### config.mk
export PLATFORM = sky130hd
export DESIGN_NAME = sequence_generator
export DESIGN_NICKNAME = d
export VERILOG_FILES = /design/src/rtl/sequence_generator.sv
export SDC_FILE = /design/constraint.sdc
export NUM_CORES = 1
export LEC_CHECK = 0
export BUFFER_PORTS_ARGS = -buffer_cell sky130_fd_sc_hd__buf_2
export CAP_MARGIN = 20
export CORE_UTILIZATION = 32
export CTS_BUF_LIST = sky130_fd_sc_hd__clkbuf_2
export CTS_CLUSTER_DIAMETER = 100
export DETAILED_ROUTE_END_ITERATION = 12
export PLACE_DENSITY = 0.6
export SLEW_MARGIN = 20
export SYNTH_ARGS = -nofsm -noshare
export SYNTH_HDL_FRONTEND = slang
export SYNTH_SLANG_ARGS = --single-unit
### constraint.sdc
create_clock -name CLK_n -period 5.2 [get_ports CLK_n]
set_input_delay 0.78 -clock CLK_n [delete_from_list [all_inputs] [get_ports CLK_n]]
set_output_delay 0.78 -clock CLK_n [all_outputs]
set_load 0.02 [all_outputs]
### src/rtl/sequence_generator.sv
// sequence_generator
// 16 MHz master-sequence generator: an 8-stage Johnson counter producing
// S[7:0] with phase decode, a cycle-boundary strobe, halt-at-phase control
// and one-clock recovery from illegal states.
// Optional debug feature (macro SEQ_DEBUG_EN): direct load of S and a
// saturating recovery counter.
module sequence_generator #(
  parameter logic [3:0] HALT_PHASE = 4'd0
`ifdef SEQ_DEBUG_EN
  , parameter int ERR_CNT_W = 8
`endif
) (
  input  logic                 CLK_n,
  input  logic                 RESET_n,
  input  logic                 HALT_REQ,
`ifdef SEQ_DEBUG_EN
  input  logic                 LOAD_EN,
  input  logic [7:0]           LOAD_S,
  output logic [ERR_CNT_W-1:0] ERR_CNT,
`endif
  output logic [7:0]           S,
  output logic [3:0]           PHASE,
  output logic                 CYCLE_STB,
  output logic                 HALTED,
  output logic                 SEQ_ERR
);

  // A legal Johnson state is a run of ones anchored at bit 0 (00,01..FF)
  // or a run of zeros anchored at bit 0 (FE..80). Either form is 2^k-1
  // in S or in ~S, which the x & (x+1) test detects.
  function automatic logic seq_legal(input logic [7:0] s);
    logic [7:0] inv;
    inv = ~s;
    return (((s & (s + 8'd1)) == 8'd0) || ((inv & (inv + 8'd1)) == 8'd0));
  endfunction

  // Phase index from the ones count. The second half of the sequence is
  // 16 - ones; in 4-bit arithmetic that is simply 0 - ones.
  function automatic logic [3:0] seq_phase(input logic [7:0] s);
    logic [3:0] ones;
    logic [3:0] ph;
    ones = 4'd0;
    for (int i = 0; i < 8; i++) begin
      ones = ones + {3'd0, s[i]};
    end
    if (!seq_legal(s)) begin
      ph = 4'd0;
    end else if (s[0] || (s == 8'd0)) begin
      ph = ones;
    end else begin
      ph = 4'd0 - ones;
    end
    return ph;
  endfunction

  logic [7:0] s_r;
  logic       halted_r;
  logic       seq_err_r;

  logic [7:0] s_nxt_s;
  logic       halted_nxt_s;
  logic       seq_err_nxt_s;
  logic       legal_s;
  logic [3:0] phase_s;
  logic       recover_s;

  assign legal_s = seq_legal(s_r);
  assign phase_s = seq_phase(s_r);

  // Next-state selection: load (debug), recovery, halt, then advance.
  always_comb begin
    s_nxt_s       = s_r;
    halted_nxt_s  = 1'b0;
    seq_err_nxt_s = 1'b0;
    recover_s     = 1'b0;
`ifdef SEQ_DEBUG_EN
    if (LOAD_EN) begin
      s_nxt_s       = LOAD_S;
      halted_nxt_s  = 1'b0;
      seq_err_nxt_s = 1'b0;
    end else
`endif
    if (!legal_s) begin
      s_nxt_s       = 8'h00;
      halted_nxt_s  = 1'b0;
      seq_err_nxt_s = 1'b1;
      recover_s     = 1'b1;
    end else if (HALT_REQ && (phase_s == HALT_PHASE)) begin
      s_nxt_s       = s_r;
      halted_nxt_s  = 1'b1;
    end else begin
      s_nxt_s       = {s_r[6:0], ~s_r[7]};
      halted_nxt_s  = 1'b0;
    end
  end

  // Sequence state and status flags.
  always_ff @(posedge CLK_n or negedge RESET_n) begin
    if (!RESET_n) begin
      s_r       <= 8'h00;
      halted_r  <= 1'b0;
      seq_err_r <= 1'b0;
    end else begin
      s_r       <= s_nxt_s;
      halted_r  <= halted_nxt_s;
      seq_err_r <= seq_err_nxt_s;
    end
  end

`ifdef SEQ_DEBUG_EN
  logic [ERR_CNT_W-1:0] err_cnt_r;

  // Saturating count of recoveries.
  always_ff @(posedge CLK_n or negedge RESET_n) begin
    if (!RESET_n) begin
      err_cnt_r <= '0;
    end else if (recover_s && (err_cnt_r != {ERR_CNT_W{1'b1}})) begin
      err_cnt_r <= err_cnt_r + {{(ERR_CNT_W-1){1'b0}}, 1'b1};
    end else begin
      err_cnt_r <= err_cnt_r;
    end
  end

  assign ERR_CNT = err_cnt_r;
`else
  logic unused_recover_s;
  assign unused_recover_s = recover_s;
`endif

  assign S         = s_r;
  assign PHASE     = phase_s;
  assign HALTED    = halted_r;
  assign SEQ_ERR   = seq_err_r;
  assign CYCLE_STB = (phase_s == 4'd15) & ~halted_r;

endmodule
==> results.json <==
{
  "cts_buffers": 3,
  "r2r_slack_ns": 0.78,
  "met1_usage_pct": 16.9,
  "worst_pin_slew_ns": 0.622,
  "critPathMaxFanout": 7,
  "cts_sinks": 10,
  "grt_pass1_wl_um": 3400,
  "cp-start-kind": "register",
  "use_met2_pct": 23.5,
  "yosys_warnings": 0,
  "critical_path_class": "register to output port",
  "die_area_um2": 3290,
  "die_h_um": 57.3,
  "insertion_delay_ns": 0.26,
  "critical_path_arrival_ns": 4.22,
  "syn_nets": 106,
  "start_util_pct": 34.6,
  "fin_crit_ns": 5.00,
  "drc": 2,
  "fmaxAchievable_mhz": 200,
  "fin_nets": 128,
  "reg2reg_to": "S[3]$_DFFE_PN0P_",
  "wire_per_inst_um": 13.9,
  "violations": "DRC",
  "globalplace.congestion": 0.759,
  "setup_viol": 0,
  "fin_skew_ns": 0.0157,
  "yosysSeqAreaShare_pct": 25.5,
  "finalMaxSlewViolations": 0,
  "synth-seq-cells": 10,
  "required_ns": 4.42,
  "antenna_found_initial": 0,
  "syn_avg_cell_area_um2": 10.8,
  "ff2ff_path_depth": 14,
  "root_buffer": "clkbuf_2",
  "rsz0062_at_grt": "no",
  "insertedDiodeCount": 0,
  "cts_max_path_buffers": 2,
  "hold_class": "primary input to async pin",
  "grt_use_met3_pct": 0.907,
  "dr.pass1.iters": 8,
  "grt_pass1_vias": 719,
  "row_count": 19,
  "syn_area_um2": 980,
  "wl_um": 1980,
  "die_w_um": 57.3,
  "drt_iter0_markers": 13,
  "setup_tns_ns": 0,
  "hpwl_um": 1610,
  "hold_viol": 0,
  "syn_inst": 91,
  "cts_tree": "yes",
  "filler_cell_count": 278,
  "drtAntennaViolNets": 0,
  "drive_above_1_share_pct": 33.0,
  "grt_max_degree": 11,
  "grt_usage_pct": 13.6,
  "cts.htree.levels": 1,
  "grt_overflow": 0,
  "period_share_pct": 96.1,
  "cap_violations": 0,
  "io_pins": 18,
  "synth_cell_types": 33,
  "routed_via_density": 5.08,
  "r2r_start": "S[1]$_DFFE_PN0P_",
  "end_kind": "output port",
  "io_buffer_count": 17,
  "clkSlewWorstSetupHoldPaths_ns": 0.11,
  "vias": 726,
  "status": "finished with violations",
  "busiest_layer": "met2",
  "area_growth_pct": 14.8,
  "hold_buffers": 0,
  "slew-limit-headroom_pct": 58.6,
  "design.core.area_um2": 2830
}
-- cells by family (layout without fill, tap and decap cells) --
family | Yosys count | in the layout | synth area share [%]
buffers and inverters | 15 | 36 | 6.51
AND/OR/NAND/NOR | 19 | 19 | 16.5
XOR/XNOR | 3 | 3 | 4.09
flip-flops | 10 | 10 | 25.5
multiplexers | 11 | 11 | 11.7
AO/OA/AOI/OAI | 21 | 21 | 17.2
adder cells (fa/ha/maj) | 12 | 12 | 18.4
-- cells in the mapped netlist (all sizes together) --
library cell | instances | area share [%]
xnor3 | 1 | 2.3
or3 | 1 | 0.64
nand3 | 2 | 1.5
a21oi | 4 | 2.0
ha | 8 | 10
mux2 | 1 | 1.5
a2111oi | 1 | 2.8
nor4b | 4 | 6.6
a31oi | 1 | 0.64
mux2i | 10 | 10
and3 | 1 | 1.1
xor2 | 2 | 1.8
or2b | 1 | 0.77
buf | 1 | 1.1
o22ai | 2 | 1.9
nor4 | 1 | 0.64
nand2 | 1 | 0.38
o21bai | 1 | 0.77
nor3 | 1 | 1.0
fa | 4 | 8.2
nand2b | 1 | 0.64
a21o | 2 | 1.7
dfrtp | 10 | 26
a41oi | 1 | 2.8
inv | 14 | 5.4
nor2 | 6 | 3.1
o21ai | 9 | 4.6
-- metrics by stage --
step / instances / setup slack [ns] / utilization (%) / area [µm²] / hold WS [ns]
after floorplan: 91 / 0.405 / - / 980 / 0.484
after global placement: 138 / 0.345 / 38.6 / 1090 / 0.637
after detailed placement: 138 / 0.281 / 38.6 / 1090 / 0.655
after CTS: 142 / 0.0768 / 39.3 / 1110 / 0.359
after global routing: 143 / 0.000766 / 39.8 / 1120 / 0.359
final: 143 / 0.202 / 39.8 / 1120 / 0.356
-- layer usage --
metal / up-vias / part of all wire, %
li1: 362 / -
met1: 357 / 42
met2: 5 / 55
met3: 2 / 1.2
met4: 0 / 0.96
met5: - / 0
-- registers in the layout (all words and copies together) (netlist names) --
register and flops:
S 8, HALTED 1, SEQ_ERR 1
-- final cells by class --
type / count / area [µm²] / share of cell area (%)
multi-input combinational: 66 / 666 / 59.2
sequential: 10 / 254 / 22.6
timing repair buffer: 18 / 95.1 / 8.45
inverter: 14 / 52.6 / 4.67
tap: 31 / 38.8 / 3.45
clock buffer: 3 / 15.0 / 1.33
clock inverter: 1 / 3.75 / 0.334
-- placed cells by master (no fill, tap or decap), types with 2 or more instances in the layout --
cell type  netlist  final
inv_2            1      2
nor4b_1          2      2
ha_1             8      8
dfrtp_2          0      3
buf_4            0      2
a21oi_1          4      4
mux2i_1         10     10
inv_1           13     12
nor4b_4          2      2
buf_2            0     16
xor2_1           2      2
clkbuf_2         0      3
o21ai_0          9      9
fa_1             4      4
nor2_1           5      5
dfrtp_1         10      7
-- critical path, stage by stage, from the launching register on --
cell     delay [ns]
dfrtp_2        0.44
inv_2          0.08
fa_1           0.52
fa_1           0.42
fa_1           0.49
inv_1          0.04
ha_1           0.20
fa_1           0.42
xor2_1         0.21
or3_1          0.34
a21o_2         0.25
a21oi_1        0.13
nor4b_4        0.21
buf_4          0.18
-- how the worst max path moves through the flow --
stage	startpoint	end
global placement	S[0]$_DFFE_PN0P_	CYCLE_STB
finish	S[1]$_DFFE_PN0P_	CYCLE_STB
CTS	S[0]$_DFFE_PN0P_	CYCLE_STB
global route	S[3]$_DFFE_PN0P_	CYCLE_STB
detailed placement	S[0]$_DFFE_PN0P_	CYCLE_STB
floorplan	S[0]$_DFFE_PN0P_	CYCLE_STB
-- what timing repair did --
action / in CTS / in global routing
pin swaps: 0 / 0
resized for setup: 1 / 4
hold endpoints to repair: 0 / 0
buffers inserted: 0 / 1
endpoints found under the setup margin: 1 / 1
Power is not shown: default switching activity piles up to over one toggle a cycle in this logic, so the estimate is an artifact.
